<file path="config.mk">
export PLATFORM = sky130hd
export DESIGN_NAME = uart_cmd_parser
export DESIGN_NICKNAME = d
export VERILOG_FILES = /design/src/rtl/uart_cmd_parser.sv
export SDC_FILE = /design/constraint.sdc
export NUM_CORES = 1
export LEC_CHECK = 0
export CAP_MARGIN = 20
export CORE_MARGIN = 2
export CORE_UTILIZATION = 35
export DETAILED_ROUTE_END_ITERATION = 16
export HOLD_SLACK_MARGIN = 0.02
export PLACE_DENSITY = 0.56
export SYNTH_ARGS = -nofsm -noshare
export SYNTH_HDL_FRONTEND = slang
export SYNTH_SLANG_ARGS = --single-unit
</file>
<file path="constraint.sdc">
create_clock -name clk -period 2.67 [get_ports clk]
set_clock_uncertainty 0.2 [all_clocks]
set_input_delay 0.4005 -clock clk [delete_from_list [all_inputs] [get_ports clk]]
set_output_delay 0.4005 -clock clk [all_outputs]
set_load 0.01 [all_outputs]
</file>
<file path="src/rtl/uart_cmd_parser.sv">
// UART command-frame parser: write frames [WR_OPC][LEN][payload] and read frames [RD_OPC].
// FIFO strobe is combinational; trigger/error pulses are registered one cycle after the cause.
module uart_cmd_parser #(
   parameter int         PAYLOAD_MAX = 8,
   parameter int         LEN_FIELD   = 1,
   parameter logic [7:0] WR_OPC      = 8'h55,
   parameter logic [7:0] RD_OPC      = 8'hAA,
   parameter int         TIMEOUT_CYC = 50000
) (
   input  logic       clk,
   input  logic       rst,
   input  logic       uart_data_vld,
   input  logic [7:0] uart_data,
   input  logic       wfifo_full,
   output logic       wfifo_wr_en,
   output logic [7:0] wfifo_data,
   output logic       wr_trig,
   output logic [7:0] wr_len,
   output logic       rd_trig,
   output logic       frame_err,
   output logic       busy
);

   localparam int TW = (TIMEOUT_CYC > 0) ? $clog2(TIMEOUT_CYC + 1) : 1;
   localparam logic [1:0] S_IDLE    = 2'd0;
   localparam logic [1:0] S_LEN     = 2'd1;
   localparam logic [1:0] S_PAYLOAD = 2'd2;
   localparam logic [7:0]    PMAX8 = 8'(PAYLOAD_MAX);
   localparam logic [TW-1:0] TMAX  = TW'(TIMEOUT_CYC);

   logic [1:0]    state;
   logic [7:0]    rem;
   logic [7:0]    len_reg;
   logic          ovf;
   logic [TW-1:0] tcnt;
   logic          timeout;

   assign wfifo_wr_en = uart_data_vld & (state == S_PAYLOAD) & ~wfifo_full;
   assign wfifo_data  = uart_data;
   assign busy        = (state != S_IDLE);

   // A byte arriving in the same cycle the limit is reached takes priority.
   assign timeout = (TIMEOUT_CYC != 0) && (state != S_IDLE) && (tcnt == TMAX) && !uart_data_vld;

   always_ff @(posedge clk or posedge rst) begin
      if (rst) begin
         tcnt <= '0;
      end else if (uart_data_vld || (state == S_IDLE) || (TIMEOUT_CYC == 0)) begin
         tcnt <= '0;
      end else if (tcnt != TMAX) begin
         tcnt <= tcnt + 1'b1;
      end
   end

   always_ff @(posedge clk or posedge rst) begin
      if (rst) begin
         state     <= S_IDLE;
         rem       <= 8'd0;
         len_reg   <= 8'd0;
         ovf       <= 1'b0;
         wr_trig   <= 1'b0;
         rd_trig   <= 1'b0;
         frame_err <= 1'b0;
         wr_len    <= 8'd0;
      end else begin
         wr_trig   <= 1'b0;
         rd_trig   <= 1'b0;
         frame_err <= 1'b0;
         if (timeout) begin
            frame_err <= 1'b1;
            state     <= S_IDLE;
            ovf       <= 1'b0;
         end else if (uart_data_vld) begin
            case (state)
               S_IDLE: begin
                  if (uart_data == RD_OPC) begin
                     rd_trig <= 1'b1;
                  end else if (uart_data == WR_OPC) begin
                     if (LEN_FIELD != 0) begin
                        state <= S_LEN;
                     end else begin
                        state   <= S_PAYLOAD;
                        rem     <= PMAX8;
                        len_reg <= PMAX8;
                     end
                  end
               end
               S_LEN: begin
                  if ((uart_data == 8'd0) || (uart_data > PMAX8)) begin
                     frame_err <= 1'b1;
                     state     <= S_IDLE;
                     ovf       <= 1'b0;
                  end else begin
                     rem     <= uart_data;
                     len_reg <= uart_data;
                     state   <= S_PAYLOAD;
                  end
               end
               S_PAYLOAD: begin
                  if (wfifo_full) ovf <= 1'b1;
                  rem <= rem - 1'b1;
                  // Last byte: a drop on this very byte also spoils the frame.
                  if (rem == 8'd1) begin
                     state <= S_IDLE;
                     ovf   <= 1'b0;
                     if (ovf || wfifo_full) begin
                        frame_err <= 1'b1;
                     end else begin
                        wr_trig <= 1'b1;
                        wr_len  <= len_reg;
                     end
                  end
               end
               default: state <= S_IDLE;
            endcase
         end
      end
   end

endmodule
</file>
=== Yosys cells after proc, flatten, opt, wreduce, memory -nomap -nowiden ===
Index checks and enable logic that the tools add are counted.
W data, S select, Z words.

* Register bits: 46
* Logic and storage cells: 81

* $add $sub $neg: 2
* Order comparisons: 1
* Equal/unequal tests: 13
* Multiplexer cells: 32
* Bitwise gates (word level): 6
* Reduce and logical (&&, ||, !) cells: 18

{| class="wikitable"
|+ Operator list
! cell !! count
|-
| $mux W16 || 2
|-
| $mux W1 || 19
|-
| $add A16 B1 Y16 const B || 1
|-
| $eq A16 B16 Y1 const B || 1
|-
| $ne A16 B16 Y1 const B || 1
|-
| $pmux W8 S2 || 1
|-
| $reduce_and A4 Y1 || 4
|-
| $mux W2 || 6
|-
| $eq A8 B1 Y1 const B || 1
|-
| $eq A8 B7 Y1 const B || 1
|-
| $eq A8 B8 Y1 const B || 1
|-
| $gt A8 B4 Y1 const B || 1
|-
| $logic_not A8 Y1 || 1
|-
| $mux W8 || 1
|-
| $reduce_bool A2 Y1 || 4
|-
| $sub A8 B1 Y8 const B || 1
|-
| $ne A3 B2 Y1 const B || 2
|-
| $ne A3 B3 Y1 const B || 2
|-
| $pmux W2 S3 || 1
|-
| $reduce_and A5 Y1 || 1
|-
| $ne A4 B3 Y1 const B || 1
|-
| $not A1 Y1 || 4
|-
| $pmux W1 S2 || 2
|-
| $logic_or A1 B1 Y1 || 3
|-
| 8 further kinds || 10
|}

=== Longest topological paths before layout ===
* Depth in word-level cells: 6
* Gate-level depth with buffers: 7
* Mapped depth without buffers: 6

=== Least setup slack after synthesis ===
Ideal clock, no wire load.

* Path kind: flip-flop to flip-flop
* From: register rem[1]
* To: register wr_len[0]
* Library setup time: 125 ps
* Arrival: 1957 ps
* Path slack: 388 ps
* Cell stages (with the launch flop): 8
* Path buffers: 1
* Period minus slack after synthesis: 2282 ps
* Cells stage by stage: dfrtp_1 -> inv_1 -> ha_1 -> nor3b_1 -> nand2_2 -> or4_4 -> buf_6 -> mux2_4

* Longest elaborated chain between the ends: 2

{| class="wikitable"
|+ Ends and longest elaborated chain
! what !! line !! text
|-
| from (decl) || 32 || <nowiki>logic [7:0] rem;</nowiki>
|-
| from (signal assigned) || 94 || <nowiki>rem <= uart_data;</nowiki>
|-
| from (signal assigned) || 101 || <nowiki>rem <= rem - 1'b1;</nowiki>
|-
| $eq A8 B1 Y1 || 103 || <nowiki>if (rem == 8'd1) begin</nowiki>
|-
| $reduce_and A5 Y1 (no line) || -- ||
|-
| to (signal assigned) || 110 || <nowiki>wr_len <= len_reg;</nowiki>
|-
| to (decl) || 18 || <nowiki>output logic [7:0] wr_len,</nowiki>
|}

Every way passes these cells.
A chain may end at the register's enable or synchronous reset.

=== Worst setup path after layout ===
* From: register state[0]
* To: output wfifo_wr_en

* Longest elaborated chain between the ends: 3

{| class="wikitable"
|+ Ends and longest elaborated chain
! what !! line !! text
|-
| from (decl) || 31 || <nowiki>logic [1:0] state;</nowiki>
|-
| from (signal assigned) || 57 || <nowiki>state <= S_IDLE;</nowiki>
|-
| from (signal assigned) || 71 || <nowiki>state <= S_IDLE;</nowiki>
|-
| from (signal assigned) || 80 || <nowiki>state <= S_LEN;</nowiki>
|-
| $eq A2 B2 Y1 || 38 || <nowiki>assign wfifo_wr_en = uart_data_vld & (state == S_PAYLOAD) & ~wfifo_full;</nowiki>
|-
| $and A1 B1 Y1 (2 in series) || 38 ||
|-
| to (decl) || 15 || <nowiki>output logic wfifo_wr_en,</nowiki>
|}

Every way passes these cells.

==> metrics <==
GRT Resource Usage Total 0.149; Static Leak 1.37 nW; unrepaired setup endpoints after global routing no; final worst setup slack 0.253 ns; status finished clean; Die H 88.8 µm; Slew HR 0.508; IO buf count 32; chip width 88.8 µm; layout cell share with drive strength beyond 1 0.178; Post-CTS Setup Bufs 0; max_cap viols 0; Slew Limit Fails 0; Post-synth ARST share 1.00; post-synth top area share 0.457; synthesized flop and latch total 46; Max VDD drop 0.358 mV; Biggest register tcnt; fin nets 305; Routed WL 5450 µm; CP required 2.07 ns; TritonCTS Buffers 5; CP max stage cell clkdlybuf4s50_1; Worst-Skew Late Latency 0.30 ns; DRC marker count from the first detailed-route iteration 96; first-pass GRT wire length 9230 µm; global placer's final weighted congestion 0.790; max reg flops 16; clock-pin slew on the worst setup and hold paths 0.09 ns; CTS tree done; Period minus WS final 2.42 ns; Hold WC Path Type register to register; worst slew pin tran 0.736 ns; top cells by area, synth dfrtp_1 (46%), mux2_4 (4.8%), ha_1 (4.0%); CP cell instances inv_1 -> ha_1 -> nand2_1 -> nor2_1 -> clkdlybuf4s50_1; vias in the first global route 1870; DRC violations left 0; CP top delay family buffers and inverters; initial antenna violation count 0; DRT antenna net count 0; total power 0.00208 W; Root Buffer clkbuf_8; clock share of power 0.252; warning count from the yosys run 0; Yosys cell types 56; pre-CTS setup slack 0.0493 ns; sequential power share 0.422; Synth area leader dfrtp_1; sw frac 0.345; Area growth, synth to finish 23.9%; register area share after synthesis 0.457; WHS 0.302 ns; crit path buf inv count 2; number of core rows 30; largest net degree at the start of global routing 36; Internal 0.00136 W; Crit Path Category register to primary output; DIE AREA 7890 µm²; initial core utilization 0.366; mapped cell area 2520 µm²; ys flop type dfrtp_1; P_sw 0.000718 W; share of total power in combinational logic 0.326; WP data arrival 1.82 ns; Max Fanout on Critical Path 4; total clock sinks 46; Vias 1948; Final Hold Viols 0; syn nets 262; peak per-stage delay on the critical path 0.55 ns; Final HPWL DP 4030 µm; Clock Path Buffers 2; # resized after CTS 0; H-tree Lvls 2; DR vias/cell 5.10; kind of end point of the critical path primary output; Fill cells 691; number of diodes 0; Power Density 668 nW/µm²; total gr overflow 0; wire per inst 14.3 µm; First-pass DRT Iterations 4; Fmax 414 MHz; final setup TNS 0 ns; Core Area 6870 µm²; # setup viols final 0; CP Launch Type register; Avg Inst Size Synth 10.4 µm²; Final period util 0.905; Post-synth EDFFs 0; post-synthesis cell count 242; IO Count 33; CTS Hold Bufs 0
-- placed cells by master (no fill, tap or decap), types with 3 or more instances in the layout --
master,netlist,routed
dfrtp_1,46,46
clkdlybuf4s50_1,0,32
buf_4,10,21
nor2_1,16,16
a21oi_1,13,13
nand2_1,12,12
inv_1,12,11
nand3_1,11,11
o21ai_0,10,10
mux2_4,8,8
xor2_1,8,8
ha_1,8,8
nand4_1,7,7
nor2b_1,6,6
clkbuf_8,0,5
nor4_1,4,4
and2_1,4,4
mux2_2,4,4
or3_1,4,4
and4_1,3,3
nand2b_1,3,3
a31oi_1,3,3
-- layout make-up --
cell class / count / area, µm² / area share
clock buffer: 5 / 68.8 / 0.0221
clock inverter: 3 / 43.8 / 0.0140
inverter: 12 / 45.0 / 0.0144
multi-input combinational: 167 / 1210 / 0.389
sequential: 46 / 1150 / 0.369
tap: 96 / 120 / 0.0385
timing repair buffer: 53 / 478 / 0.153
-- final timing paths --
| kind | cells past startpoint | slack (ns) | to | startpoint |
|---|---|---|---|---|
| max | 5 | 0.25 | wfifo_wr_en | state[0] |
| min | 1 | 0.30 | wr_len[6] | len_reg[6] |
| max reg2reg | 7 | 0.33 | wr_len[2] | rem[1] |
| min reg2reg | 1 | 0.30 | wr_len[6] | len_reg[6] |
| max in group asynchronous | 3 | 1.34 | len_reg[3] | rst |
| min in group asynchronous | 2 | 0.34 | tcnt[10] | rst |
-- worst reg2reg max path, cell delays in order (launching register included) --
cell	delay [ns]
dfrtp_1	0.42
inv_1	0.12
ha_1	0.15
nor3b_1	0.19
buf_4	0.16
nand2_2	0.05
or4_4	0.60
mux2_4	0.34
-- cell families (layout without fill, tap and decap cells) --
family / count (synthesis) / count (layout) / share of synthesized area
simple gates: 89 / 89 / 0.212
compound gates: 47 / 47 / 0.125
flops: 46 / 46 / 0.457
buf+inv: 29 / 73 / 0.0611
mux: 13 / 13 / 0.0696
xor+xnor: 10 / 10 / 0.0348
fa+ha+maj: 8 / 8 / 0.0398
-- synth_stat cells (2+ instances only) --
master	n
a21oi_1	13
a2bb2oi_1	2
a31oi_1	3
and2_1	4
and3_1	2
and4_1	3
buf_4	10
clkbuf_1	6
dfrtp_1	46
ha_1	8
inv_1	12
mux2_2	4
mux2_4	8
nand2_1	12
nand2b_1	3
nand3_1	11
nand3b_1	2
nand4_1	7
nor2_1	16
nor2b_1	6
nor4_1	4
nor4bb_1	2
o2111ai_1	2
o21ai_0	10
o22ai_1	2
o2bb2ai_1	2
or3_1	4
or4_1	2
xnor2_1	2
xor2_1	8
-- through the flow --
step | std cells | area (µm²) | utilization
CTS | 382 | 3120 | 0.454
global placement | 374 | 3010 | 0.438
finish | 382 | 3120 | 0.454
global route | 382 | 3120 | 0.454
detailed placement | 374 | 3010 | 0.438
floorplan | 242 | 2520 | -
-- layer usage --
layer / vias to the layer above / wire, µm / share of wire / global-route usage
met3: 5 / 176 / 0.032 / 0.0280
met5: - / 0 / 0 / 0
met4: 0 / 42 / 0.0077 / 0.0331
met2: 32 / 2420 / 0.44 / 0.221
met1: 950 / 2810 / 0.52 / 0.225
li1: 961 / - / - / -
-- power groups by stage --
stage	Sequential, W	Clock [W]	Combinational (W)
after floorplan	0.000875	0	0.000466
after global placement	0.000893	0	0.000683
after detailed placement	0.000892	0	0.000680
after CTS	0.000877	0.000551	0.000684
after global routing	0.000891	0.000570	0.000762
final	0.000878	0.000525	0.000679
(Power assumes the default switching activity.)
